File: src/rtl/alu_pipe.sv
// alu_pipe: two-stage pipelined Hack-style ALU with valid/ready handshakes.
// S1 registers the pre-processed operands; S2 registers the result and its flags.
module alu_pipe #(
  parameter int WIDTH = 16
) (
  input  logic             clk,
  input  logic             reset,
  input  logic             in_valid,
  output logic             in_ready,
  input  logic             zx,
  input  logic             nx,
  input  logic             zy,
  input  logic             ny,
  input  logic             f,
  input  logic             no,
  input  logic [WIDTH-1:0] x,
  input  logic [WIDTH-1:0] y,
  output logic             out_valid,
  input  logic             out_ready,
  output logic [WIDTH-1:0] out,
  output logic             zr,
  output logic             ng,
  output logic             cr,
  output logic             ov
);

  // Zero then optionally invert an operand.
  function automatic logic [WIDTH-1:0] pre_op(input logic [WIDTH-1:0] v,
                                               input logic z, input logic n);
    logic [WIDTH-1:0] t;
    t = z ? {WIDTH{1'b0}} : v;
    return n ? ~t : t;
  endfunction

  logic             s1_valid_q, s1_valid_d;
  logic [WIDTH-1:0] xa_q, xa_d, ya_q, ya_d;
  logic             f_q, f_d, no_q, no_d;
  logic             s2_valid_q, s2_valid_d;
  logic [WIDTH-1:0] out_q, out_d;
  logic             zr_q, zr_d, ng_q, ng_d, cr_q, cr_d, ov_q, ov_d;
  logic             s1_adv_s, s2_adv_s;
  logic [WIDTH:0]   sum_s;
  logic [WIDTH-1:0] r_s, res_s;

  // Advance conditions: a stage moves when it is empty or its successor moves.
  always_comb begin
    s2_adv_s = !s2_valid_q || out_ready;
    s1_adv_s = !s1_valid_q || s2_adv_s;
    in_ready = s1_adv_s && !reset;
  end

  // S1 next state: capture pre-processed operands or hold.
  always_comb begin
    s1_valid_d = s1_valid_q;
    xa_d       = xa_q;
    ya_d       = ya_q;
    f_d        = f_q;
    no_d       = no_q;
    if (s1_adv_s) begin
      s1_valid_d = in_valid;
      xa_d       = pre_op(x, zx, nx);
      ya_d       = pre_op(y, zy, ny);
      f_d        = f;
      no_d       = no;
    end else begin
      s1_valid_d = s1_valid_q;
    end
  end

  // S2 next state: compute result and flags; carry/overflow come before the final inversion.
  always_comb begin
    sum_s      = {1'b0, xa_q} + {1'b0, ya_q};
    r_s        = f_q ? sum_s[WIDTH-1:0] : (xa_q & ya_q);
    res_s      = no_q ? ~r_s : r_s;
    s2_valid_d = s2_valid_q;
    out_d      = out_q;
    zr_d       = zr_q;
    ng_d       = ng_q;
    cr_d       = cr_q;
    ov_d       = ov_q;
    if (s2_adv_s) begin
      s2_valid_d = s1_valid_q;
      out_d      = res_s;
      zr_d       = (res_s == {WIDTH{1'b0}});
      ng_d       = res_s[WIDTH-1];
      cr_d       = f_q & sum_s[WIDTH];
      ov_d       = f_q & (xa_q[WIDTH-1] == ya_q[WIDTH-1]) & (sum_s[WIDTH-1] != xa_q[WIDTH-1]);
    end else begin
      s2_valid_d = s2_valid_q;
    end
  end

  // Pipeline registers with synchronous reset discarding any in-flight bundle.
  always_ff @(posedge clk) begin
    if (reset) begin
      s1_valid_q <= 1'b0;
      xa_q       <= {WIDTH{1'b0}};
      ya_q       <= {WIDTH{1'b0}};
      f_q        <= 1'b0;
      no_q       <= 1'b0;
      s2_valid_q <= 1'b0;
      out_q      <= {WIDTH{1'b0}};
      zr_q       <= 1'b0;
      ng_q       <= 1'b0;
      cr_q       <= 1'b0;
      ov_q       <= 1'b0;
    end else begin
      s1_valid_q <= s1_valid_d;
      xa_q       <= xa_d;
      ya_q       <= ya_d;
      f_q        <= f_d;
      no_q       <= no_d;
      s2_valid_q <= s2_valid_d;
      out_q      <= out_d;
      zr_q       <= zr_d;
      ng_q       <= ng_d;
      cr_q       <= cr_d;
      ov_q       <= ov_d;
    end
  end

  assign out_valid = s2_valid_q;
  assign out       = out_q;
  assign zr        = zr_q;
  assign ng        = ng_q;
  assign cr        = cr_q;
  assign ov        = ov_q;

endmodule

File: config.mk
export PLATFORM = sky130hd
export DESIGN_NAME = alu_pipe
export DESIGN_NICKNAME = d
export VERILOG_FILES = /design/src/rtl/alu_pipe.sv
export SDC_FILE = /design/constraint.sdc
export NUM_CORES = 1
export LEC_CHECK = 0
export ABC_AREA = 1
export CORE_ASPECT_RATIO = 0.7
export CORE_MARGIN = 2
export CORE_UTILIZATION = 55
export CTS_CLUSTER_DIAMETER = 200
export DETAILED_ROUTE_END_ITERATION = 8
export PLACE_DENSITY = 0.92
export SYNTH_ARGS = -nofsm -noshare
export SYNTH_HDL_FRONTEND = slang
export SYNTH_SLANG_ARGS = --single-unit
File: constraint.sdc
create_clock -name clk -period 4.7 [get_ports clk]
set_clock_uncertainty 0.15 [all_clocks]
set_input_delay 0.94 -clock clk [delete_from_list [all_inputs] [get_ports clk]]
set_output_delay 0.94 -clock clk [all_outputs]
set_load 0.05 [all_outputs]
; ---- After elaboration in Yosys (flattened, before gate mapping)
; Index checks and enable logic that the tools add are counted.
; Widths: inputs -> output; s select.
[op_classes]
reduce_logical = 7
muxes = 6
bitwise = 7
n_eq_ne = 2
add_sub_neg = 1
[ops]
columns = cell, n
row1 = $mux 16, 6
row2 = $not 16->16, 3
row3 = $add 16x16->17, 1
row4 = $and 16x16->16, 1
row5 = $logic_not 16->1, 1
row6 = $and 1x1->1, 3
row7 = $logic_not 1->1, 3
row8 = $logic_or 1x1->1, 2
row9 = $eq 1x1->1, 1
row10 = $logic_and 1x1->1, 1
row11 = $ne 1x1->1, 1
[totals]
inputBits = 42
ff_bits = 56
out_inout_bits = 22
word_cells = 34

; ---- Logic depth before layout (Yosys ltp)
; Gate-level depths: netlist of the first run.
[depth]
depth_word = 5
ltp_mapped = 17
mapped_depth_nobuf = 17

; ---- Least setup slack after synthesis of the first run
; OpenSTA, ideal clock, no wires.
[synth_path]
path_kind = input to output
start = in out_ready
end = out in_ready
arrival_ns = 1.975
slack_ns = 1.635
stages = 7
path_buffers = 1
cell_sequence = nor2_4 inv_1 nor2_2 inv_2 clkbuf_1 nand2_1 inv_1
[synth_between]
elab_chain_cells = 3
[synth_rtl]
columns = item, line_no
row1 = "start, declared", 19  ; input logic out_ready,
row2 = $logic_or 1x1->1, 47  ; s2_adv_s = !s2_valid_q || out_ready;
row3 = $logic_or 1x1->1, 48  ; s1_adv_s = !s1_valid_q || s2_adv_s;
row4 = $logic_and 1x1->1, 49  ; in_ready = s1_adv_s && !reset;
row5 = "end, declared", 9  ; output logic in_ready,
; Every way passes these cells.

; ---- Worst setup path after layout of the first run
; Ends and elaborated chain as after synthesis.

==> results of run 1 <==
## critical path, cell delays in order
cell and delay (ns):
clkdlybuf4s50_1 0.45, nor2_4 0.24, inv_1 0.10, nor2_2 0.26
inv_2 0.04, buf_4 0.30, nand2_1 0.12, inv_1 0.07
buf_12 0.14
## power groups by stage
stage	logic [mW]	registers, mW	clock network (mW)
after floorplan	0.241	0.576	0
after global placement	0.387	0.536	0
after detailed placement	0.403	0.537	0
after CTS	0.405	0.526	0.374
after global routing	0.454	0.531	0.392
final	0.410	0.527	0.369
## per-layer routing
metal  wire [microns]  part of all wire, %  vias up
li1                 -                    -     2242
met5                0                    0        -
met3              757                  7.1       22
met2             5100                   48      134
met1             4680                   44     1989
met4              128                  1.2        0
## cells by family after synthesis
logic type / Yosys count
buffers and inverters: 140
AOI/OAI and AO/OA: 72
xor gates and xnor gates: 3
adders and majority gates: 17
and+or+nand+nor: 390
DFF: 55
## worst max-delay path by stage
stage / to / slack, ns / cells after the start
floorplan: in_ready / 1.64 / 7
detailed placement: in_ready / 0.95 / 9
finish: in_ready / 0.94 / 9
global route: in_ready / 0.79 / 9
CTS: in_ready / 0.95 / 9
global placement: in_ready / 1.01 / 9
## area by class of cell
type	count	area, sq um	share of cell area [%]
sequential	55	1100	22.7
multi-input combinational	482	2410	49.7
clock buffer	6	72.6	1.50
clock inverter	2	60.1	1.24
timing repair buffer	67	671	13.8
inverter	109	409	8.45
tap	98	123	2.53
## cells in the mapped netlist (all sizes together)
| master | number |
|---|---|
| fa | 1 |
| xor2 | 2 |
| clkbuf | 22 |
| nand3 | 73 |
| buf | 9 |
| ha | 16 |
| nor3 | 2 |
| nand4 | 4 |
| o21ai | 10 |
| nor2 | 54 |
| a21oi | 15 |
| or2 | 3 |
| dfxtp | 55 |
| inv | 108 |
| xnor2 | 1 |
| clkinv | 1 |
| o221ai | 31 |
| o21bai | 2 |
| o21a | 1 |
| nand2 | 252 |
| and2 | 2 |
| o211ai | 13 |
==> reports/results.ini, run 1 <==
[global_route]
grt_pass1_vias=3970
grt.met3_usage_pct=4.28
grt_use_total_pct=26.4
busiest_layer=met2
globalRoute.totalOverflow=0
use_met1_pct=33.1
grt_max_degree=64
grt_pass1_wl_microns=17300
use_met2_pct=48.3
antenna_found_initial=0

[power_and_ir_drop]
clock_power_share_pct=28.3
power_switching_share_pct=33.5
power.total_mw=1.31
p_leak_nw=2.71
switching_power_mw=0.437
vdd_drop_max_v=0.000182
intPower_mw=0.869
seqPwrFrac_pct=40.3
combPwrFrac_pct=31.4
p_per_area_nw_per_um2=270

[detailed_routing]
vias=4387
post_drt_wl_per_cell_microns=13.0
drtIter0Drc=379
wirelength_microns=10700
ant_nets=0
drc_errors=0
viasPerCell=5.36
dr.pass1.iters=5

[clock_tree]
numClockSinks=55
clk_pin_slew_worst_paths_ns=0.10
postCtsHoldBufs=0
root_buffer=clkbuf_8
clock_tree.buffer_depth=2
cts_buffers=5
cts_max_level=2
cts_tree=yes
cts_resized=0
postCtsSetupBuffers=0
clock_latency_ns=0.31

[timing]
slew_violations=0
slew_headroom_pct=29.0
hold_viol_final=0
setup_ws_ns=0.940
fin_crit_sh_pct=80.0
fmax_mhz=266
period_minus_slack_ns=3.76
holdWs_ns=0.334
setup_viol=0
rsz0062_at_grt=false
tns_ns=0
tightest_slew_ns=1.06

[critical_path]
r2r_cells=17
crit_fanout=63
r2r-end=zr$_SDFFE_PP0P_
crit_start=out_ready
r2r_slack_ns=2.07
crit_type=primary input to primary output
cp-end-kind=primary output
reg2reg_from=xa_q[0]$_SDFFE_PP0N_
crit_required_ns=3.61
critPathLaunchType=primary input
arrival_ns=2.67

[synth]
yosys.area_share.adder_pct=5.42
synth_seq_cells=55
yosys.area.top_type=dfxtp_1
yosysWarningCount=0
ys_types=33
synth_compound_area_share_pct=12.9
yosys-mux-area-fraction_pct=0
yosysSeqAreaShare_pct=27.1
yosys.area_share.simple_pct=40.3
synth.top_cells.by_area=dfxtp_1, nand2_1, inv_1
synth.avg_cell_area_sq_um=6.00
netlist_area_sq_um=4060
synth-xor-area-share_pct=0.647
synth_top_area_share_pct=27.1
syn-instance-count=677
syn_nets=736
synth_top_family_by_area=simple AND/OR/NAND/NOR gates

[outcome]
status=completed

[floorplan]
dieArea_sq_um=8100
fp.dieW_microns=107
die_h_microns=75.9
core_sq_um=7220
rows=26
initial_core_util_pct=56.2
pin_count=64

[layout]
stdcell_area_sq_um=4840
mostFrequentLayoutCell=nand2_1
instances_no_fill=819
area_growth_syn_to_layout_pct=19.3
drive_gt1_share_pct=4.99
fillCellCount=656
antenna_cells=0
layout_common_cells=nand2_1, inv_1, nand3_1
post-route-util_pct=67.1
nets=779

[worst_hold_path]
hp-class=flop to flop
hold_depth=2
hold_end=out_valid$_SDFFE_PP0P_
holdCritStartpoint=s1_valid_q$_SDFFE_PP0N_

[placement]
placed_cell_area_sq_um=4710
dp_cells=811
gp_congestion=0.922
dp_slack_ns=0.954
place_hpwl_microns=8090
port_buffers=63

[job]
drv_cap=0

Power figures use the tool's default switching activity.
==> run 2: changes to the inputs <==
==> constraint.sdc (replaced) <==
create_clock -name clk -period 3.9 [get_ports clk]
set_clock_uncertainty 0.15 [all_clocks]
set_input_delay 0.78 -clock clk [delete_from_list [all_inputs] [get_ports clk]]
set_output_delay 0.78 -clock clk [all_outputs]
set_load 0.05 [all_outputs]
==> reports/results.ini, run 2 (synthesis results as in run 1) <==
[critical_path]
slowest_delay_ns=0.46  ; about the same
arrival_ns=2.22  ; -0.45 ns
crit_type=primary input to primary output
critPathLaunchType=primary input
crit_fanout=8  ; -87%
crit_chain=clkdlybuf4s50_1 -> nor2_4 -> inv_1 -> nor2_2 -> inv_2 -> nand2_1 -> inv_1 -> buf_12
cp_slowest_cell=clkdlybuf4s50_1
cpLargestDelayFamily=buffers and inverters
cp-end-kind=primary output
crit_path_frequent_cell=inv_1
crit_buf_inv=5  ; -1
crit_required_ns=2.97  ; -0.64 ns

[detailed_routing]
dr.pass1.iters=5  ; unchanged
drc_errors=0  ; unchanged
drtIter0Drc=379  ; unchanged
met2_length_microns=4930  ; -3.4%
wl_met1_microns=4810  ; +2.9%
post_drt_wl_per_cell_microns=12.8  ; -1.7%
viasPerCell=5.39  ; +0.64%
vias=4415  ; +0.64%
wl_met3_microns=675  ; -11%
wirelength_microns=10500  ; -1.7%
highest_layer=met4
ant_nets=0  ; unchanged

[layout]
layout_common_cells=nand2_1, inv_1, nand3_1
area_growth_syn_to_layout_pct=18.5
drive_gt1_share_pct=5.13  ; +0.14 points
nets=779  ; unchanged
fillCellCount=648  ; -1.2%
antenna_cells=0  ; unchanged
mostFrequentLayoutCell=nand2_1
instances_no_fill=819  ; unchanged

[placement]
port_buffers=63  ; unchanged
dp_cells=811  ; unchanged
place_hpwl_microns=7970  ; -1.5%
dp_slack_ns=0.767  ; -0.187 ns
gp_congestion=0.944  ; +2.4%

[power_and_ir_drop]
power.total_mw=1.47  ; +13%
p_leak_nw=2.69  ; -0.66%
p_per_area_nw_per_um2=306  ; +13%
vdd_drop_max_v=0.000150  ; -17%

[timing]
slew_headroom_pct=31.5  ; +2.4 points
slew_violations=0  ; unchanged
tns_ns=0  ; unchanged
fin_crit_sh_pct=80.8
setup_ws_ns=0.749  ; -0.191 ns
rsz0062_at_grt=false
hold_viol_final=0  ; unchanged
tightest_slew_ns=1.02  ; -0.0361 ns
period_minus_slack_ns=3.15
holdWs_ns=0.335  ; +0.00107 ns
fmax_mhz=317
setup_viol=0  ; unchanged

[clock_tree]
root_buffer=clkbuf_8
cts_resized=0  ; unchanged
cts_buffers=5  ; unchanged
clock_latency_ns=0.32  ; about the same
cts_max_level=2  ; unchanged
postCtsHoldBufs=0  ; unchanged
clock_tree.buffer_depth=2  ; unchanged
clk_pin_slew_worst_paths_ns=0.11  ; about the same
cts_tree=yes
numClockSinks=55  ; unchanged
postCtsSetupBuffers=0  ; unchanged

[global_route]
globalRoute.totalOverflow=0  ; unchanged
grt_pass1_vias=4019  ; +1.2%
grt_max_degree=63  ; -1.6%
grt_pass1_wl_microns=17700  ; +2.1%
antenna_found_initial=0  ; unchanged
grt_use_total_pct=27.0  ; +0.63 points

[floorplan]
initial_core_util_pct=56.2  ; unchanged
pin_count=64  ; unchanged
die_h_microns=75.9  ; unchanged
rows=26  ; unchanged
dieArea_sq_um=8100  ; unchanged
core_sq_um=7220  ; unchanged
fp.dieW_microns=107  ; unchanged

[outcome]
status=completed

[worst_hold_path]
hp-class=flop to flop

[job]
drv_cap=0  ; unchanged

-- run 2: path summary, 6_finish.rpt --
path / from / end / slack (ns) / depth (start not counted)
setup reg to reg: xa_q[0]$_SDFFE_PP0N_ / zr$_SDFFE_PP0P_ / 1.25 / 17
hold / removal: cr$_SDFFE_PP0P_ / cr$_SDFFE_PP0P_ / 0.34 / 2
hold reg to reg: cr$_SDFFE_PP0P_ / cr$_SDFFE_PP0P_ / 0.34 / 2
setup / recovery: out_ready / in_ready / 0.75 / 8
-- run 2: worst min-delay path: stages (launching register included) --
cell     delay, ns
dfxtp_1       0.33
nand2_1       0.06
a21oi_1       0.05
-- run 2: routing by layer --
metal | vias to the layer above | global-route usage [%]
li1 | 2235 | -
met1 | 2039 | 35.0
met2 | 132 | 48.3
met3 | 9 | 4.11
met4 | 0 | 6.78
met5 | - | 0
-- run 2: through the flow --
step | instance area (sq um) | utilization [%]
6_report | 4810 | 66.6
5_1_grt | 4810 | 66.6
4_1_cts | 4810 | 66.6
3_5_place_dp | 4710 | 65.2
3_3_place_gp | 4710 | 65.2
2_1_floorplan | 4060 | -
-- run 2: layout make-up --
cell class	count	area, sq um	share of cell area (%)
repair buffers	67	671	13.9
well taps	98	123	2.55
flip-flops and latches	55	1100	22.9
multi-input cells	482	2410	50.1
clock inverters	2	16.3	0.338
clock buffers	6	82.6	1.72
inverters	109	409	8.50
-- run 2: where the power goes --
group,internal (mW),switching (mW)
combinational,0.186,0.305
sequential,0.604,0.0304
clock,0.146,0.200
==> run 3: changes to the inputs <==
==> constraint.sdc (replaced) <==
create_clock -name clk -period 3.17 [get_ports clk]
set_clock_uncertainty 0.15 [all_clocks]
set_input_delay 0.634 -clock clk [delete_from_list [all_inputs] [get_ports clk]]
set_output_delay 0.634 -clock clk [all_outputs]
set_load 0.05 [all_outputs]
==> reports/results.ini, run 3 (synthesis results as in run 1) <==
[critical_path]
crit_type=flop to flop
cp-end-kind=flop
arrival_ns=2.67  ; +0.45 ns
critPathLaunchType=flop
crit_fanout=3  ; -5
crit_required_ns=3.28  ; +0.31 ns

[global_route]
grt_max_degree=63  ; unchanged
globalRoute.totalOverflow=0  ; unchanged
grt_pass1_wl_microns=18300  ; +3.6%
grt_use_total_pct=28.1  ; +1.1 points
antenna_found_initial=0  ; unchanged
grt_pass1_vias=4201  ; +4.5%

[timing]
slew_violations=0  ; unchanged
rsz0062_at_grt=false
fin_crit_sh_pct=80.7
period_minus_slack_ns=2.56
fmax_mhz=391
slew_headroom_pct=47.7  ; +16 points
setup_viol=0  ; unchanged
tns_ns=0  ; unchanged
tightest_slew_ns=0.783  ; -0.242 ns
hold_viol_final=0  ; unchanged

[clock_tree]
cts_max_level=2  ; unchanged
root_buffer=clkbuf_8
cts_resized=0  ; unchanged
clock_tree.buffer_depth=2  ; unchanged
clk_pin_slew_worst_paths_ns=0.10  ; about the same
cts_buffers=5  ; unchanged
clock_latency_ns=0.32  ; about the same
postCtsHoldBufs=0  ; unchanged
cts_tree=yes
numClockSinks=55  ; unchanged
postCtsSetupBuffers=0  ; unchanged

[layout]
area_growth_syn_to_layout_pct=19.0
nets=784  ; +0.64%
antenna_cells=0  ; unchanged
drive_gt1_share_pct=5.65  ; +0.52 points
layout_common_cells=nand2_1, inv_1, nand3_1
stdcell_area_sq_um=4830  ; +0.49%
mostFrequentLayoutCell=nand2_1

[placement]
place_hpwl_microns=8430  ; +5.8%
gp_congestion=0.931  ; -1.4%
placed_cell_area_sq_um=4750  ; +0.80%
port_buffers=63  ; unchanged

[floorplan]
dieArea_sq_um=8100  ; unchanged
rows=26  ; unchanged
die_h_microns=75.9  ; unchanged
pin_count=64  ; unchanged
fp.dieW_microns=107  ; unchanged
initial_core_util_pct=56.2  ; unchanged
core_sq_um=7220  ; unchanged

[detailed_routing]
drc_errors=0  ; unchanged
drtIter0Drc=341  ; -10%
vias=4475  ; +1.4%
post_drt_wl_per_cell_microns=13.5  ; +5.5%
wirelength_microns=11100  ; +6.1%
dr.pass1.iters=5  ; unchanged
ant_nets=0  ; unchanged
viasPerCell=5.43  ; +0.74%

[outcome]
status=completed

[worst_hold_path]
hp-class=flop to flop

[power_and_ir_drop]
p_per_area_nw_per_um2=372  ; +22%
vdd_drop_max_v=0.000218  ; +45%
p_leak_nw=2.71  ; +0.69%

[job]
drv_cap=0  ; unchanged

==> run 3: cell types whose count changed in the layout (fill, tap and decap cells not counted), sizes merged <==
cell	previous run	this run
buf	5	10
==> run 3: layer usage <==
metal | vias to the layer above | part of all wire (%) | track usage (%) | wire length (microns)
li1 | 2257 | - | - | -
met1 | 2023 | 44 | 34.3 | 4940
met2 | 168 | 48 | 52.3 | 5320
met3 | 27 | 6.3 | 4.28 | 701
met4 | 0 | 1.5 | 8.80 | 165
met5 | - | 0 | 0 | 0
==> run 3: critical path: stages (launching register included) <==
cell and delay, ns:
dfxtp_1 0.33, ha_1 0.24, fa_1 0.42, nand2_1 0.09, nand2_1 0.07, nand3_1 0.09, nand2_1 0.10, nand2_1 0.18
nand3_1 0.11, nand3_1 0.10, nand3_1 0.06, nand2_1 0.16, nand2_1 0.08, nor2_1 0.11, nand3_1 0.10, a21oi_2 0.11
==> run 3: final cells by class <==
type                            instances  area, sq um
Clock buffer                            6         72.6
Tap cell                               98          123
Clock inverter                          2         12.5
Timing Repair Buffer                   72          708
Inverter                              109          409
Sequential cell                        55         1100
Fill cell                             666         2390
Multi-Input combinational cell        482         2410
==> run 3: final timing paths <==
check	startpoint	endpoint	slack, ns	cells past startpoint
max	xa_q[0]$_SDFFE_PP0N_	zr$_SDFFE_PP0P_	0.61	15
min	s1_valid_q$_SDFFE_PP0N_	out_valid$_SDFFE_PP0P_	0.34	2
max reg2reg	xa_q[0]$_SDFFE_PP0N_	zr$_SDFFE_PP0P_	0.61	15
min reg2reg	s1_valid_q$_SDFFE_PP0N_	out_valid$_SDFFE_PP0P_	0.34	2
==> run 3: through the flow <==
stage          util [%]  power, mW  cells  hold WS (ns)  setup slack (ns)
2_1_floorplan         -       1.21    677         0.297             0.586
3_3_place_gp       65.8       1.37    816         0.317             0.656
3_5_place_dp       65.8       1.40    816         0.325             0.644
4_1_cts            66.9       1.79    824         0.340             0.642
5_1_grt            66.9       1.90    824         0.354             0.363
6_report           66.9       1.80    824         0.342             0.611
==> run 3: power breakdown <==
part | switching [mW] | total [mW] | internal (mW) | leakage [nW]
sequential | 0.0397 | 0.783 | 0.744 | 0.456
clock | 0.248 | 0.404 | 0.155 | 0.0412
combinational | 0.380 | 0.612 | 0.232 | 2.22
